## config.mk

```make
export PLATFORM = sky130hd
export DESIGN_NAME = ca_screen_sequencer
export DESIGN_NICKNAME = d
export VERILOG_FILES = /design/src/rtl/ca_screen_sequencer.sv
export SDC_FILE = /design/constraint.sdc
export NUM_CORES = 1
export LEC_CHECK = 0
export CORE_MARGIN = 3
export CORE_UTILIZATION = 41
export DETAILED_ROUTE_END_ITERATION = 16
export HOLD_SLACK_MARGIN = 0.06
export PLACE_DENSITY = 0.77
export REMOVE_ABC_BUFFERS = 1
export SETUP_SLACK_MARGIN = 0.4
export SYNTH_ARGS = -nofsm -noshare
export SYNTH_HDL_FRONTEND = slang
export SYNTH_SLANG_ARGS = --single-unit
```

## constraint.sdc

```tcl
create_clock -name clock_i -period 2.2 [get_ports clock_i]
set_input_delay 0.22 -clock clock_i [delete_from_list [all_inputs] [get_ports clock_i]]
set_output_delay 0.22 -clock clock_i [all_outputs]
set_load 0.005 [all_outputs]
```

## src/rtl/ca_screen_sequencer.sv

```systemverilog
// CA display sequencer: seed row -> one-frame engine grant -> hold -> copy last row to row 0.
// Optional key debounce enabled by defining CA_SEQ_DEBOUNCE_EN (adds parameter DEB_CYCLES).
module ca_screen_sequencer #(
  parameter int          H_PIXELS   = 640,
  parameter int          V_PIXELS   = 480,
  parameter int          PIPE_DEPTH = 3,
  parameter logic [15:0] LFSR_SEED  = 16'hACE1
`ifdef CA_SEQ_DEBOUNCE_EN
  , parameter int        DEB_CYCLES = 250000
`endif
) (
  input  logic        clock_i,
  input  logic        reset_i,
  input  logic [9:0]  x_pixel_coord_i,
  input  logic [9:0]  y_pixel_coord_i,
  input  logic [7:0]  rule_i,
  input  logic        seed_or_random_i,
  input  logic        next_screen_i,
  input  logic [15:0] mem_read_data_i,
  output logic        mem_grant_o,
  output logic        draw_enable_o,
  output logic [7:0]  rule_o,
  output logic [10:0] mem_write_address_o,
  output logic        mem_write_enable_o,
  output logic [15:0] mem_write_data_o,
  output logic [10:0] mem_read_address_o,
  output logic [2:0]  state_o,
  output logic [15:0] screen_count_o
);

  typedef enum logic [2:0] {
    ST_INIT       = 3'd0,
    ST_SEED       = 3'd1,
    ST_WAIT_FRAME = 3'd2,
    ST_DRAW       = 3'd3,
    ST_DRAIN      = 3'd4,
    ST_HOLD       = 3'd5,
    ST_COPY       = 3'd6
  } state_t;

  localparam logic [10:0] H_W        = 11'(H_PIXELS);
  localparam logic [10:0] H_LAST     = 11'(H_PIXELS - 1);
  localparam logic [10:0] H_MID      = 11'(H_PIXELS / 2);
  localparam logic [10:0] BANK2      = 11'(2 * H_PIXELS);
  localparam logic [10:0] DRAIN_LAST = 11'(PIPE_DEPTH);
  localparam logic [9:0]  X_LAST     = 10'(H_PIXELS - 1);
  localparam logic [9:0]  Y_LAST     = 10'(V_PIXELS - 1);
  localparam logic [15:0] PIX_WHITE  = 16'hFF00;
  localparam logic [15:0] PIX_BLACK  = 16'h0000;

  state_t      state_q, state_d;
  logic [10:0] cnt_q, cnt_d;
  logic [15:0] lfsr_q, lfsr_next;
  logic        single_q;
  logic [7:0]  rule_q;
  logic [15:0] screen_cnt_q;
  logic        grant_q;
  logic [1:0]  key_sync_q;
  logic        key_level;
  logic        key_prev_q;
  logic        press;
  logic        seed_black;

  // Two-flop synchroniser; the key is asynchronous to the pixel clock.
  always_ff @(posedge clock_i or posedge reset_i) begin
    if (reset_i) begin
      key_sync_q <= 2'b00;
    end else begin
      key_sync_q <= {key_sync_q[0], next_screen_i};
    end
  end

`ifdef CA_SEQ_DEBOUNCE_EN
  localparam int DEB_W = $clog2(DEB_CYCLES + 1);
  logic [DEB_W-1:0] deb_cnt_q;
  logic             deb_level_q;

  // Level only follows the synchronised key after DEB_CYCLES consecutive disagreeing cycles.
  always_ff @(posedge clock_i or posedge reset_i) begin
    if (reset_i) begin
      deb_cnt_q   <= '0;
      deb_level_q <= 1'b0;
    end else if (key_sync_q[1] == deb_level_q) begin
      deb_cnt_q <= '0;
    end else if (deb_cnt_q == DEB_W'(DEB_CYCLES - 1)) begin
      deb_cnt_q   <= '0;
      deb_level_q <= key_sync_q[1];
    end else begin
      deb_cnt_q <= deb_cnt_q + 1'b1;
    end
  end

  assign key_level = deb_level_q;
`else
  assign key_level = key_sync_q[1];
`endif

  assign press = key_level & ~key_prev_q;

  assign lfsr_next  = lfsr_q[0] ? ((lfsr_q >> 1) ^ 16'hB400) : (lfsr_q >> 1);
  assign seed_black = single_q ? (cnt_q == H_MID) : lfsr_q[0];

  always_comb begin
    state_d             = state_q;
    cnt_d               = cnt_q;
    mem_write_address_o = '0;
    mem_write_enable_o  = 1'b0;
    mem_write_data_o    = '0;
    mem_read_address_o  = '0;
    case (state_q)
      ST_INIT: begin
        cnt_d   = '0;
        state_d = ST_SEED;
      end
      ST_SEED: begin
        mem_write_enable_o  = 1'b1;
        mem_write_address_o = cnt_q;
        mem_write_data_o    = seed_black ? PIX_BLACK : PIX_WHITE;
        if (cnt_q == H_LAST) begin
          cnt_d   = '0;
          state_d = ST_WAIT_FRAME;
        end else begin
          cnt_d = cnt_q + 11'd1;
        end
      end
      ST_WAIT_FRAME: begin
        if (x_pixel_coord_i == 10'd0 && y_pixel_coord_i == 10'd0) begin
          state_d = ST_DRAW;
        end
      end
      ST_DRAW: begin
        if (x_pixel_coord_i == X_LAST && y_pixel_coord_i == Y_LAST) begin
          cnt_d   = '0;
          state_d = ST_DRAIN;
        end
      end
      ST_DRAIN: begin
        if (cnt_q == DRAIN_LAST) begin
          cnt_d   = '0;
          state_d = ST_HOLD;
        end else begin
          cnt_d = cnt_q + 11'd1;
        end
      end
      ST_HOLD: begin
        if (press) begin
          cnt_d   = '0;
          state_d = ST_COPY;
        end
      end
      ST_COPY: begin
        // Read runs one cycle ahead of the write to cover the RAM read latency.
        if (cnt_q < H_W) begin
          mem_read_address_o = BANK2 + cnt_q;
        end
        if (cnt_q != 11'd0) begin
          mem_write_enable_o  = 1'b1;
          mem_write_address_o = cnt_q - 11'd1;
          mem_write_data_o    = mem_read_data_i;
        end
        if (cnt_q == H_W) begin
          cnt_d   = '0;
          state_d = ST_WAIT_FRAME;
        end else begin
          cnt_d = cnt_q + 11'd1;
        end
      end
      default: begin
        cnt_d   = '0;
        state_d = ST_INIT;
      end
    endcase
  end

  always_ff @(posedge clock_i or posedge reset_i) begin
    if (reset_i) begin
      state_q      <= ST_INIT;
      cnt_q        <= '0;
      lfsr_q       <= LFSR_SEED;
      single_q     <= 1'b0;
      rule_q       <= '0;
      screen_cnt_q <= '0;
      grant_q      <= 1'b0;
      key_prev_q   <= 1'b0;
    end else begin
      state_q    <= state_d;
      cnt_q      <= cnt_d;
      key_prev_q <= key_level;
      grant_q    <= (state_d == ST_DRAW) || (state_d == ST_DRAIN);
      if (state_q == ST_INIT) begin
        rule_q   <= rule_i;
        single_q <= seed_or_random_i;
      end
      if (state_q == ST_SEED) begin
        lfsr_q <= lfsr_next;
      end
      if (state_q == ST_DRAIN && state_d == ST_HOLD) begin
        screen_cnt_q <= screen_cnt_q + 16'd1;
      end
    end
  end

  assign mem_grant_o    = grant_q;
  assign draw_enable_o  = grant_q;
  assign rule_o         = rule_q;
  assign state_o        = state_q;
  assign screen_count_o = screen_cnt_q;

endmodule

```

* After elaboration in Yosys (flattened, before gate mapping)
Index checks and enable logic that the tools add are counted.
** Cells by class
- $add $sub $neg :: 4
- $mul :: 0
- Div/mod/pow operators :: 0
- Order comparisons :: 1
- Eq/ne operators :: 17
- Shifts and indexed selects :: 0
- Mux-type cells :: 24
- Bitwise logic cells :: 4
- Reduce and logical (&&, ||, !) cells :: 9
** Operators by type and width (number)
- 11-bit two-way mux :: 8
- 11-bit one-hot mux with 6 select lines :: 1
- 16-bit two-way mux :: 3
- 16-bit one-hot mux with 2 select lines :: 1
- 11-bit by 10-bit == test with 1-bit output (second input constant) :: 2
- 11-bit one-hot mux with 2 select lines :: 1
- 3-bit one-hot mux with 7 select lines :: 1
- 10-bit logical NOT :: 2
- 3-bit two-way mux :: 6
- 16-bit by 1-bit adder with 16-bit output (second input constant) :: 1
- 3-bit == test (second input constant) :: 5
- 11-bit by 1-bit adder with 11-bit output (second input constant) :: 1
- 11-bit adder (first input constant) :: 1
- 11-bit by 2-bit == test with 1-bit output (second input constant) :: 1
- 11-bit by 9-bit == test with 1-bit output (second input constant) :: 1
- 11-bit by 10-bit < comparator with 1-bit output (second input constant) :: 1
- 11-bit nonzero test :: 1
- 11-bit by 1-bit subtractor with 11-bit output (second input constant) :: 1
- 10-bit == test (second input constant) :: 1
- 10-bit by 9-bit == test with 1-bit output (second input constant) :: 1
- 3-bit by 2-bit == test with 1-bit output (second input constant) :: 3
- 2-bit != test (second input constant) :: 2
- 3-bit inverter with 4-bit output :: 1
- 3-bit by 1-bit == test with 1-bit output (second input constant) :: 1
- other kinds (8) :: 12
** Word-level totals
- Bits in registers :: 59
- Bits in latches :: 0
- Bits in writable memories :: 0
- ROM bits :: 0
- Bits of input ports :: 48
- Output and inout bits :: 68
- Memories :: 0

* Logic depth before layout (Yosys ltp)
- Depth in word-level cells :: 6
- Gate-level depth with buffers :: 11

* Worst setup path before layout
Ideal clock, no wire load.
- Path type :: register to register
- From :: register cnt_q[8]
- To :: register screen_cnt_q[13], in the netlist screen_count_o[13]
- Setup time :: 0.125 ns
- Arrival :: 2.088 ns
- Required time :: 2.075 ns
- Slack :: -0.013 ns
- Stages on the path, launching flop included :: 12
- Path buffers :: 3
- Path through :: dfrtp_1 clkbuf_1 inv_1 ha_1 nor4bb_1 and3_1 and2_1 buf_2 and4_1 buf_2 and2_1 xor2_1
** On the way
- Cells in the longest elaborated chain, start to end :: 5
- Elaborated cells between the ends (all ways) :: 9
** RTL lines
- from (decl) :: line 52 : logic [10:0] cnt_q, cnt_d;
- from (signal assigned) :: line 187 : cnt_q <= cnt_d;
- 11-bit by 10-bit == test with 1-bit output (tied with other cells) :: line 161 : if (cnt_q == H_W) begin
- 3-bit two-way mux, on equally long branches :: line 161, 119, 138
- 3-bit one-hot mux with 7 select lines (*) :: line 110 : case (state_q)
- 3-bit == test (*) :: line 197 : if (state_q == ST_DRAIN && state_d == ST_HOLD) begin
- 1-bit logical AND (*) :: line 197
- to (signal assigned) :: line 198 : screen_cnt_q <= screen_cnt_q + 16'd1;
- to (decl) :: line 56 : logic [15:0] screen_cnt_q;
Every way passes the cells marked *; elsewhere a longest branch is shown, timed or not.
A chain may end at the register's enable or synchronous reset.

* Worst setup path in the final report
- From :: register cnt_q[7]
- To :: register cnt_q[7]
** On the way
- Cells in the longest elaborated chain, start to end :: 3
- Elaborated cells between the ends (all ways) :: 8
** RTL lines (line)
- 11-bit by 1-bit adder with 11-bit output (tied with other cells) :: 123, 142, 165
- 11-bit two-way mux, on equally long branches :: 161, 119, 138
- 11-bit one-hot mux with 6 select lines (*) :: 110
Marks and branches as above.

==> impl_metrics.env <==
export IMPL_grt_pass1_wl_um=17300
export IMPL_die_height_um=96.3
export IMPL_hold_viol=0
export IMPL_hold_buffers=0
export IMPL_ys_types=51
export IMPL_n_fill_cell=481
export IMPL_synth_edf_count=0
export IMPL_start_util=0.428
export IMPL_period_share=1.11
export IMPL_drt_iter0_drc=377
export IMPL_avgSynthCellArea_um2=8.98
export IMPL_antenna_left=0
export IMPL_gp_congestion=0.815
export IMPL_dpl_hpwl_um=7100
export IMPL_hp_class="input pin to async pin"
export IMPL_root_buffer="clkbuf_8"
export IMPL_clockPowerShare=0.480
export IMPL_fp_coreArea_mm2=0.00781
export IMPL_power_leakage_nw=2.73
export IMPL_ys_seq_area_frac=0.445
export IMPL_slowest_delay_ns=0.58
export IMPL_fin_util=0.752
export IMPL_slowest_stage="a2111o_2"
export IMPL_yosys_area_share_simple=0.283
export IMPL_vdd_ir_drop_max_mv=0.328
export IMPL_finalSetupViolations=38
export IMPL_vias=3799
export IMPL_fp_dieW_um=96.3
export IMPL_use_met1=0.285
export IMPL_use_met3=0.0539
export IMPL_clk_pin_slew_ns=0.07
export IMPL_critical_path_class="register to register"
export IMPL_grt_overflow_total=0
export IMPL_p_sw_w=0.000499
export IMPL_clock_latency_ns=0.34
export IMPL_p_int_w=0.00188
export IMPL_cts_path_max_buffers=2
export IMPL_rr_endpoint="cnt_q[7]"
export IMPL_areaGrowthSynthToFinish_pct=75.9
export IMPL_end_kind="register"
export IMPL_start_kind="register"
export IMPL_layout_commonest_cell="clkdlybuf4s50_1"
export IMPL_cts_buffers=9
export IMPL_drive_gt1_frac=0.445
export IMPL_synth_top_family_by_area="simple AND/OR/NAND/NOR gates"
export IMPL_drt_first_pass_iters=7
export IMPL_port_buffers=115
export IMPL_synth_xor_area_frac=0.0525
export IMPL_final_cell_mix="clkdlybuf4s50_1 (76), nand2_1 (68), buf_4 (63)"
export IMPL_fmax_mhz=409
export IMPL_cts_tree="yes"
export IMPL_rows=32
export IMPL_maxCapViolCount=0
export IMPL_ios=116
export IMPL_yosys_area_share_adder=0.0300
export IMPL_violations="setup timing"
export IMPL_status="finished, violations left"
export IMPL_synth_ff_type="dfrtp_1"
export IMPL_ys_seq_elements=59
export IMPL_seqPwrFrac=0.459
export IMPL_cellPowerDensity_mw_per_mm2=405
export IMPL_cpMostUsedCell="buf_4"
export IMPL_crit_path_max_fanout=5
export IMPL_synth_area_mm2=0.00334
export IMPL_grt_max_degree=37
export IMPL_final_nets=619
export IMPL_synth_compound_area_frac=0.108
export IMPL_drc_errors=0
export IMPL_place_ws_ns=-0.240
export IMPL_h_tree_depth=3
export IMPL_avgRoutedWirePerCell_um=19.6
export IMPL_dp_cells=616
export IMPL_rrSetupSlack_ns=-0.25
export IMPL_critPathRequiredTime_ns=2.44
export IMPL_rsz0062_at_grt="true"
export IMPL_syn_instance_count=372
export IMPL_gr_usage_all_layers=0.246
export IMPL_slew_headroom=0.684
export IMPL_ys_warn_count=0
export IMPL_yosys_mux_area_fraction=0.0367
export IMPL_vias_per_cell=5.67
export IMPL_fin_cells=670
export IMPL_dieArea_mm2=0.00926
export IMPL_use_met2=0.426
export IMPL_netSwitchingFraction=0.210
export IMPL_min_period_ns=2.45
export IMPL_cp_cell_sequence="buf_4 -> buf_6 -> buf_4 -> buf_4 -> nand3b_1 -> nor4_4 -> a2111o_2 -> buf_6 -> a21oi_2 -> nor2_1 -> a31oi_1"
export IMPL_tightest_slew_ns=0.475
export IMPL_wl_um=13100
export IMPL_ys_async_sr_fraction=1.00
export IMPL_maxSlewViolCount=0
export IMPL_first_global_vias=3536
export IMPL_reg2reg_depth=11
export IMPL_antenna_cells=0
export IMPL_crit_arrival_ns=2.69
export IMPL_fin_ws_ns=-0.245
export IMPL_power_frac_comb=0.061
export IMPL_worst_clock_skew_ns=0.0108
export IMPL_gr_max_usage_layer="met2"
export IMPL_r2r_start="cnt_q[7]"
export IMPL_clock_sinks=59
export IMPL_antenna_found_initial=0
## registers in the layout (all words and copies together) (netlist names)
register / flops
lfsr_q: 16
screen_count_o: 16
cnt_q: 11
rule_o: 8
state_o: 3
key_sync_q: 2
draw_enable_o: 1
key_prev_q: 1
single_q: 1
## how the worst max path moves through the flow
| stage | endpoint | startpoint | slack [ns] | cells after the start |
|---|---|---|---|---|
| floorplan | mem_write_address_o[7] | cnt_q[2] | -0.30 | 6 |
| global placement | mem_write_data_o[13] | cnt_q[0] | -0.17 | 8 |
| detailed placement | mem_write_data_o[12] | cnt_q[0] | -0.24 | 8 |
| CTS | mem_write_data_o[10] | cnt_q[2] | -0.14 | 8 |
| global route | cnt_q[7] | cnt_q[7] | -0.28 | 11 |
| finish | cnt_q[7] | cnt_q[7] | -0.25 | 11 |
## cell families after synthesis
| kind of cell | after synthesis |
|---|---|
| compound gates | 57 |
| mux | 11 |
| buf+inv | 32 |
| xor+xnor | 20 |
| fa+ha+maj | 8 |
| simple gates | 185 |
| flops | 59 |
## per-stage QoR
stage / area (um^2) / hold WS (ns) / total power, W / TNS [ns]
floorplan: 3230 / 0.251 / 0.00114 / -5.16
global route: 5870 / 0.273 / 0.00245 / -6.96
finish: 5870 / 0.252 / 0.00238 / -3.74
CTS: 5540 / 0.253 / 0.00237 / -2.05
detailed placement: 4900 / 0.340 / 0.00124 / -4.44
global placement: 4900 / 0.335 / 0.00124 / -2.90
## power groups by stage
stage / registers [W] / clock network [W] / logic, W
global route: 0.00109 / 0.00120 / 0.000155
floorplan: 0.00111 / 0 / 0.0000294
global placement: 0.00111 / 0 / 0.000130
detailed placement: 0.00111 / 0 / 0.000133
CTS: 0.00109 / 0.00114 / 0.000138
finish: 0.00109 / 0.00114 / 0.000145
## repair_timing
action                                 in CTS  in global routing
pin swaps                                  38                 39
setup endpoints to repair                  70                 69
endpoints found under the hold margin       0                  0
setup buffers                              26                 10
resized for setup                         228                 80
cloned                                      2                  0
## cells in the mapped netlist, types with 3 or more instances
| cell | n | share of area |
|---|---|---|
| nand2_1 | 86 | 0.097 |
| dfrtp_1 | 51 | 0.38 |
| o21ai_0 | 22 | 0.033 |
| and2_1 | 18 | 0.034 |
| xnor2_1 | 18 | 0.047 |
| clkbuf_1 | 12 | 0.013 |
| a21oi_1 | 11 | 0.016 |
| and3_1 | 11 | 0.021 |
| inv_1 | 11 | 0.012 |
| nand3_1 | 11 | 0.016 |
| nor2_1 | 11 | 0.012 |
| mux2_2 | 10 | 0.034 |
| nand4_1 | 9 | 0.017 |
| nor4_1 | 9 | 0.017 |
| dfstp_2 | 8 | 0.063 |
| ha_1 | 8 | 0.030 |
| nor3_1 | 8 | 0.012 |
| a31oi_1 | 7 | 0.013 |
| nand2b_1 | 7 | 0.013 |
| buf_2 | 5 | 0.0075 |
| a21o_1 | 3 | 0.0067 |
## worst max-delay path, delay by kind of cell (launching register included)
family	cells	cell delay, ns
AND/OR/NAND/NOR	3	0.27
AO/OA/AOI/OAI	3	0.91
flip-flops	1	0.43
buffers and inverters	5	0.74
## area by class of cell
type / instances / area, um^2 / share of cell area
Multi-Input combinational cell: 282 / 2210 / 0.377
Timing Repair Buffer: 200 / 1770 / 0.302
Sequential cell: 59 / 1490 / 0.254
Clock buffer: 12 / 155 / 0.0264
Tap cell: 102 / 128 / 0.0217
Clock inverter: 4 / 73.8 / 0.0126
Inverter: 11 / 41.3 / 0.00703
## metal layers
metal	share of wire	vias up
met3	0.072	86
met2	0.52	248
met5	0	-
met1	0.35	1790
li1	-	1675
met4	0.059	0
No activity file was read; power rests on OpenSTA's default activity.
